### config.mk
export PLATFORM = sky130hd
export DESIGN_NAME = pifo_rank_queue
export DESIGN_NICKNAME = d
export VERILOG_FILES = /design/src/rtl/pifo_pkg.sv /design/src/rtl/pifo_slot.sv /design/src/rtl/pifo_rank_queue.sv
export SDC_FILE = /design/constraint.sdc
export NUM_CORES = 2
export LEC_CHECK = 0
export BUFFER_PORTS_ARGS = -buffer_cell sky130_fd_sc_hd__buf_2
export CORE_MARGIN = 10
export CORE_UTILIZATION = 25
export CTS_BUF_LIST = sky130_fd_sc_hd__clkbuf_4 sky130_fd_sc_hd__clkbuf_8
export DETAILED_ROUTE_END_ITERATION = 10
export HOLD_SLACK_MARGIN = 0.03
export PLACE_DENSITY = 0.37
export SYNTH_ARGS = -nofsm -noshare
export SYNTH_HDL_FRONTEND = slang
export SYNTH_SLANG_ARGS = --single-unit
### constraint.sdc
create_clock -name clk_dp -period 11.8 [get_ports clk_dp]
set_clock_uncertainty 0.1 [all_clocks]
set_input_delay 2.36 -clock clk_dp [delete_from_list [all_inputs] [get_ports clk_dp]]
set_output_delay 2.36 -clock clk_dp [all_outputs]
set_load 0.1 [all_outputs]
### src/rtl/pifo_pkg.sv
// Shared types and tuple layout for the sorted PIFO rank queue.
package pifo_pkg;

    localparam int unsigned RANK_W          = 20;
    localparam int unsigned INFO_W          = 12;
    localparam int unsigned TUPLE_W         = 33;
    localparam int unsigned ENTRY_VALID_BIT = 32;
    localparam int unsigned RANK_LSB        = 12;

    typedef struct packed {
        logic              used;
        logic [RANK_W-1:0] rank;
        logic [INFO_W-1:0] info;
    } pifo_entry_t;

    typedef enum logic [1:0] {
        SLOT_HOLD,
        SLOT_FROM_BELOW,
        SLOT_FROM_ABOVE,
        SLOT_WRITE
    } slot_op_e;

endpackage

### src/rtl/pifo_slot.sv
// One PIFO storage slot: registered entry, next-value mux, and rank-vs-new compare.
module pifo_slot
    import pifo_pkg::*;
(
    input  logic              clk,
    input  logic              rst,
    input  slot_op_e          op,
    input  pifo_entry_t       below,
    input  pifo_entry_t       above,
    input  pifo_entry_t       wr,
    input  logic [RANK_W-1:0] cmp_rank,
    output pifo_entry_t       entry,
    output logic              le_c
);

    always_ff @(posedge clk) begin
        if (!rst) begin
            entry <= '0;
        end else begin
            case (op)
                SLOT_FROM_BELOW: entry <= below;
                SLOT_FROM_ABOVE: entry <= above;
                SLOT_WRITE:      entry <= wr;
                default:         entry <= entry;
            endcase
        end
    end

    // Ties compare as "at or before", so equal ranks stay in arrival order.
    assign le_c = entry.used && (entry.rank <= cmp_rank);

endmodule

### src/rtl/pifo_rank_queue.sv
// Sorted push-in-first-out queue: ascending rank, FIFO among equal ranks, min at slot 0.
module pifo_rank_queue #(
    parameter int unsigned DEPTH  = 16,
    parameter int unsigned RANK_W = pifo_pkg::RANK_W,
    parameter int unsigned INFO_W = pifo_pkg::INFO_W,
    parameter int unsigned CNT_W  = 16
) (
    input  logic                       clk_dp,
    input  logic                       rst,
    input  logic                       tuple_in_my_pifo_rank_calc_output_VALID,
    input  logic [32:0]                tuple_in_my_pifo_rank_calc_output_DATA,
    output logic                       deq_valid,
    input  logic                       deq_ready,
    output logic [RANK_W-1:0]          deq_rank,
    output logic [INFO_W-1:0]          deq_info,
    output logic [$clog2(DEPTH+1)-1:0] occupancy,
    output logic                       full,
    output logic                       empty,
    output logic [CNT_W-1:0]           drop_count
);

    localparam int unsigned OCC_W = $clog2(DEPTH+1);

    pifo_pkg::pifo_entry_t slot_q [DEPTH];
    pifo_pkg::pifo_entry_t new_entry;
    pifo_pkg::slot_op_e    op [DEPTH];

    logic [DEPTH-1:0] le;
    logic [DEPTH-1:0] le_lo;
    logic [DEPTH-1:0] le_hi;
    logic [DEPTH-1:0] le_pp;
    logic [OCC_W-1:0] occ_q;
    logic [OCC_W-1:0] occ_next;
    logic             full_q;
    logic             empty_q;
    logic [CNT_W-1:0] drop_q;
    logic             push_req;
    logic             pop;
    logic             push_acc;
    logic             drop;

    assign new_entry.used = 1'b1;
    assign new_entry.rank = tuple_in_my_pifo_rank_calc_output_DATA[pifo_pkg::RANK_LSB +: RANK_W];
    assign new_entry.info = tuple_in_my_pifo_rank_calc_output_DATA[INFO_W-1:0];

    assign push_req = tuple_in_my_pifo_rank_calc_output_VALID
                    && tuple_in_my_pifo_rank_calc_output_DATA[pifo_pkg::ENTRY_VALID_BIT];
    assign pop      = slot_q[0].used && deq_ready;
    assign push_acc = push_req && (!full_q || pop);
    assign drop     = push_req && full_q && !pop;

    // le is a thermometer prefix: its popcount is the insert position.
    assign le_lo = {le[DEPTH-2:0], 1'b1};
    assign le_hi = {1'b0, le[DEPTH-1:1]};
    assign le_pp = {le[DEPTH-1:1], 1'b1};

    always_comb begin
        for (int i = 0; i < DEPTH; i++) begin
            op[i] = pifo_pkg::SLOT_HOLD;
            if (push_acc && pop) begin
                // Insert against post-pop contents: position shifts down by one.
                if (le_hi[i])      op[i] = pifo_pkg::SLOT_FROM_ABOVE;
                else if (le_pp[i]) op[i] = pifo_pkg::SLOT_WRITE;
                else               op[i] = pifo_pkg::SLOT_HOLD;
            end else if (push_acc) begin
                if (le[i])         op[i] = pifo_pkg::SLOT_HOLD;
                else if (le_lo[i]) op[i] = pifo_pkg::SLOT_WRITE;
                else               op[i] = pifo_pkg::SLOT_FROM_BELOW;
            end else if (pop) begin
                op[i] = pifo_pkg::SLOT_FROM_ABOVE;
            end
        end
    end

    for (genvar i = 0; i < DEPTH; i++) begin : g_slot
        pifo_pkg::pifo_entry_t below;
        pifo_pkg::pifo_entry_t above;

        if (i == 0) begin : g_below
            assign below = '0;
        end else begin : g_below
            assign below = slot_q[i-1];
        end

        if (i == DEPTH-1) begin : g_above
            assign above = '0;
        end else begin : g_above
            assign above = slot_q[i+1];
        end

        pifo_slot u_slot (
            .clk      (clk_dp),
            .rst      (rst),
            .op       (op[i]),
            .below    (below),
            .above    (above),
            .wr       (new_entry),
            .cmp_rank (new_entry.rank),
            .entry    (slot_q[i]),
            .le_c     (le[i])
        );
    end

    assign occ_next = occ_q + OCC_W'(push_acc) - OCC_W'(pop);

    // Occupancy, flags and saturating drop counter.
    always_ff @(posedge clk_dp) begin
        if (!rst) begin
            occ_q   <= '0;
            full_q  <= 1'b0;
            empty_q <= 1'b1;
            drop_q  <= '0;
        end else begin
            occ_q   <= occ_next;
            full_q  <= (occ_next == OCC_W'(DEPTH));
            empty_q <= (occ_next == '0);
            if (drop && (drop_q != '1)) begin
                drop_q <= drop_q + CNT_W'(1);
            end
        end
    end

    assign deq_valid  = slot_q[0].used;
    assign deq_rank   = slot_q[0].rank;
    assign deq_info   = slot_q[0].info;
    assign occupancy  = occ_q;
    assign full       = full_q;
    assign empty      = empty_q;
    assign drop_count = drop_q;

endmodule

==> metrics.yaml <==
power:
  p_leak_nw: 16.5
  p_per_area_nw_per_um2: 163
  peakVddDrop_mv: 0.122
  p_total_w: 0.00634
floorplan:
  die_h_um: 390
  start_util_pct: 25.2
  dieArea_sq_um: 152000
  core.rowCount: 135
  num_io_pins: 93
  core_area_sq_um: 136000
  die_w_um: 390
detailed_routing:
  route.detailed.drc: 0
  routed_wl_mm: 128
  firstDrtPassIters: 5
  avgViaCountPerCell: 5.19
  num_vias: 28300
  avgRoutedWirePerCell_um: 23.5
  ant_nets: 0
  first_iter_violations: 1717
critical_path:
  critical_path_class: "input pin to flop"
  cp-end-kind: "flop"
  critical_path.max_fanout: 20
  startpoint_type: "input pin"
  crit_required_ns: 12.36
  arrival_ns: 7.31
synthesis:
  synthFlopType: "dfxtp_1"
  synth-edff-count: 0
  synth_area_leaders: "dfxtp_1 (32%), mux2i_1 (21%), ha_1 (12%)"
  synthCells: 3588
  synth_top_area_share_pct: 32.2
  yosys.cell_types.count: 87
  synth_nets: 3953
  ys_ff_latch: 551
  yosys.area.top_type: "dfxtp_1"
  postSynthAreaPerCell_sq_um: 9.55
  synth-seq-area-share_pct: 32.2
  ys.warnings.count: 0
  syn-cell-area_sq_um: 34300
  async_flop_share_pct: 0
global_routing:
  grtUsageTotal_pct: 16.3
  grt_pass1_vias: 28700
  grt_pass1_wl_mm: 193
  grt_max_degree: 157
  grt_remaining_overflow: 0
  antenna_found_initial: 5
clocking:
  cts_tree: "yes"
  clk_latency_ns: 0.87
  cts_sinks: 551
  path_clk_slew_ns: 0.06
  cts_hold_buf: 0
  post_cts_buffers: 0
  root_buffer: "clkbuf_8"
  cts_resized: 0
  numCtsBuffers: 113
  htreeDepth: 3
  clk_path_buf_depth: 3
outcome:
  outcome: "completed"
worst_hold_path:
  min_path_type: "flop to flop"
sta:
  drv_slew: 0
  finalSetupViolCount: 0
  period_share_pct: 57.2
  fin_ws_ns: 5.05
  min_period_ns: 6.75
  max_clock_freq_ghz: 0.148
  rsz0062_at_grt: "no"
  max-slew-margin-rel_pct: 22.0
  hold_viol_final: 0
  tightestPinTransition_ns: 1.17
  tns_ns: 0
finish:
  multiInputGateArea_sq_um: 21800
  syn_to_final_growth_pct: 13.5
  fillers: 14300
  drive_gt1_share_pct: 12.4
  seq_area_sq_um: 11000
  final_nets: 3936
placed_design:
  hpwl_mm: 89.7
  gp_congestion: 0.835
  place_ws_ns: 4.17
  portBuffers: 92
job:
  maxCapViolations: 0
-- critical path, stage by stage --
cell,delay (ns)
buf_2,0.37
inv_1,0.15
buf_4,0.24
ha_1,0.32
nand4_1,0.21
nor3_1,0.51
and4_1,0.34
o21ai_0,0.12
a31oi_1,0.64
a21boi_0,0.45
o211a_2,0.60
buf_4,0.48
mux2i_1,0.31
o22ai_1,0.12
-- registers in the layout, summed over array words and instances (netlist names) --
signal               count
g_slot.u_slot.entry    528
drop_count              16
occupancy                5
empty                    1
full                     1
-- kinds of logic (layout without fill, tap and decap cells) --
logic type      Yosys count  after routing  synth area share [%]
simple gates            560            560                  8.10
xor+xnor                 15             15                 0.383
mux                     753            753                  23.4
fa+ha+maj               328            328                  12.0
other cells               0              1                     0
buf+inv                 356            436                  4.85
compound gates         1025           1025                  19.1
flops                   551            551                  32.2
-- per-stage QoR --
step	std cells	instance area [sq um]	utilization (%)	hold slack, ns
floorplan	3588	34300	-	0.346
global placement	5237	36300	26.7	0.370
detailed placement	5237	36300	26.7	0.369
CTS	5449	38900	28.6	0.379
global route	5450	38900	28.6	0.401
finish	5450	38900	28.6	0.374
-- per-layer routing --
metal	track usage [%]	vias to the layer above	wire, um	share of wire (%)
li1	-	13800	-	-
met1	21.8	13700	61100	48
met2	26.2	627	57500	45
met3	2.31	217	5100	4.0
met4	6.88	2	4610	3.6
met5	0	-	13	0.010
-- cells in the mapped netlist (7+ instances only) --
library cell,n
a211oi_1,8
a21o_1,64
a21oi_1,212
a221oi_1,8
a31oi_1,73
and2_1,45
and3_1,15
and4_1,16
buf_1,13
buf_2,43
buf_4,37
buf_6,12
clkbuf_1,190
dfxtp_1,551
ha_1,327
inv_1,58
mux2i_1,715
mux4_1,16
mux4_2,16
nand2_1,268
nand2b_1,12
nand3_1,21
nand4_1,60
nor2_1,45
nor2b_1,24
nor3_1,12
nor4_1,10
o211ai_1,11
o21a_1,15
o21ai_0,144
o221ai_1,67
o22ai_1,321
o2bb2ai_1,31
xnor2_1,8
xor2_1,7
-- path summary, 6_finish.rpt --
kind / slack [ns] / endpoint / depth (start not counted) / start
worst max-delay path: 5.05 / g_slot[5].u_slot.entry[4]$_SDFFE_PN0P_ / 14 / tuple_in_my_pifo_rank_calc_output_DATA[31]
worst min-delay path: 0.37 / g_slot[14].u_slot.entry[1]$_SDFFE_PN0P_ / 2 / g_slot[15].u_slot.entry[1]$_SDFFE_PN0P_
worst min register to register: 0.37 / g_slot[14].u_slot.entry[1]$_SDFFE_PN0P_ / 2 / g_slot[15].u_slot.entry[1]$_SDFFE_PN0P_
worst max register to register: 6.59 / g_slot[7].u_slot.entry[32]$_SDFFE_PN0P_ / 14 / g_slot[0].u_slot.entry[32]$_SDFFE_PN0P_
-- placed cells by master (no fill, tap or decap), types with 21 or more instances in the layout --
cell / n
o2bb2ai_1: 31
nand3_1: 21
nand2_1: 260
and2_1: 45
a21o_1: 63
clkbuf_4: 44
o22ai_1: 320
buf_2: 91
a21oi_1: 211
nor2b_1: 24
inv_1: 58
dfxtp_1: 551
o21ai_0: 143
o221ai_1: 67
buf_4: 73
clkbuf_8: 149
nor2_1: 43
a31oi_1: 73
mux2i_1: 715
nand4_1: 60
ha_1: 327
-- area by class of cell --
type	count	area share [%]
diodes	1	0.00643
clock buffers	193	6.12
clock inverters	19	0.544
inverters	58	0.560
multi-input cells	2681	56.0
flip-flops and latches	551	28.4
well taps	1781	5.73
repair buffers	166	2.66
-- power by group --
group | switching (W) | leakage [nW] | internal, W
Combinational | 0.00115 | 10.6 | 0.000604
Sequential | 0.000220 | 4.48 | 0.00205
Clock | 0.000996 | 1.39 | 0.00132
Total | 0.00237 | 16.5 | 0.00397
No activity file was read; power rests on OpenSTA's default activity.
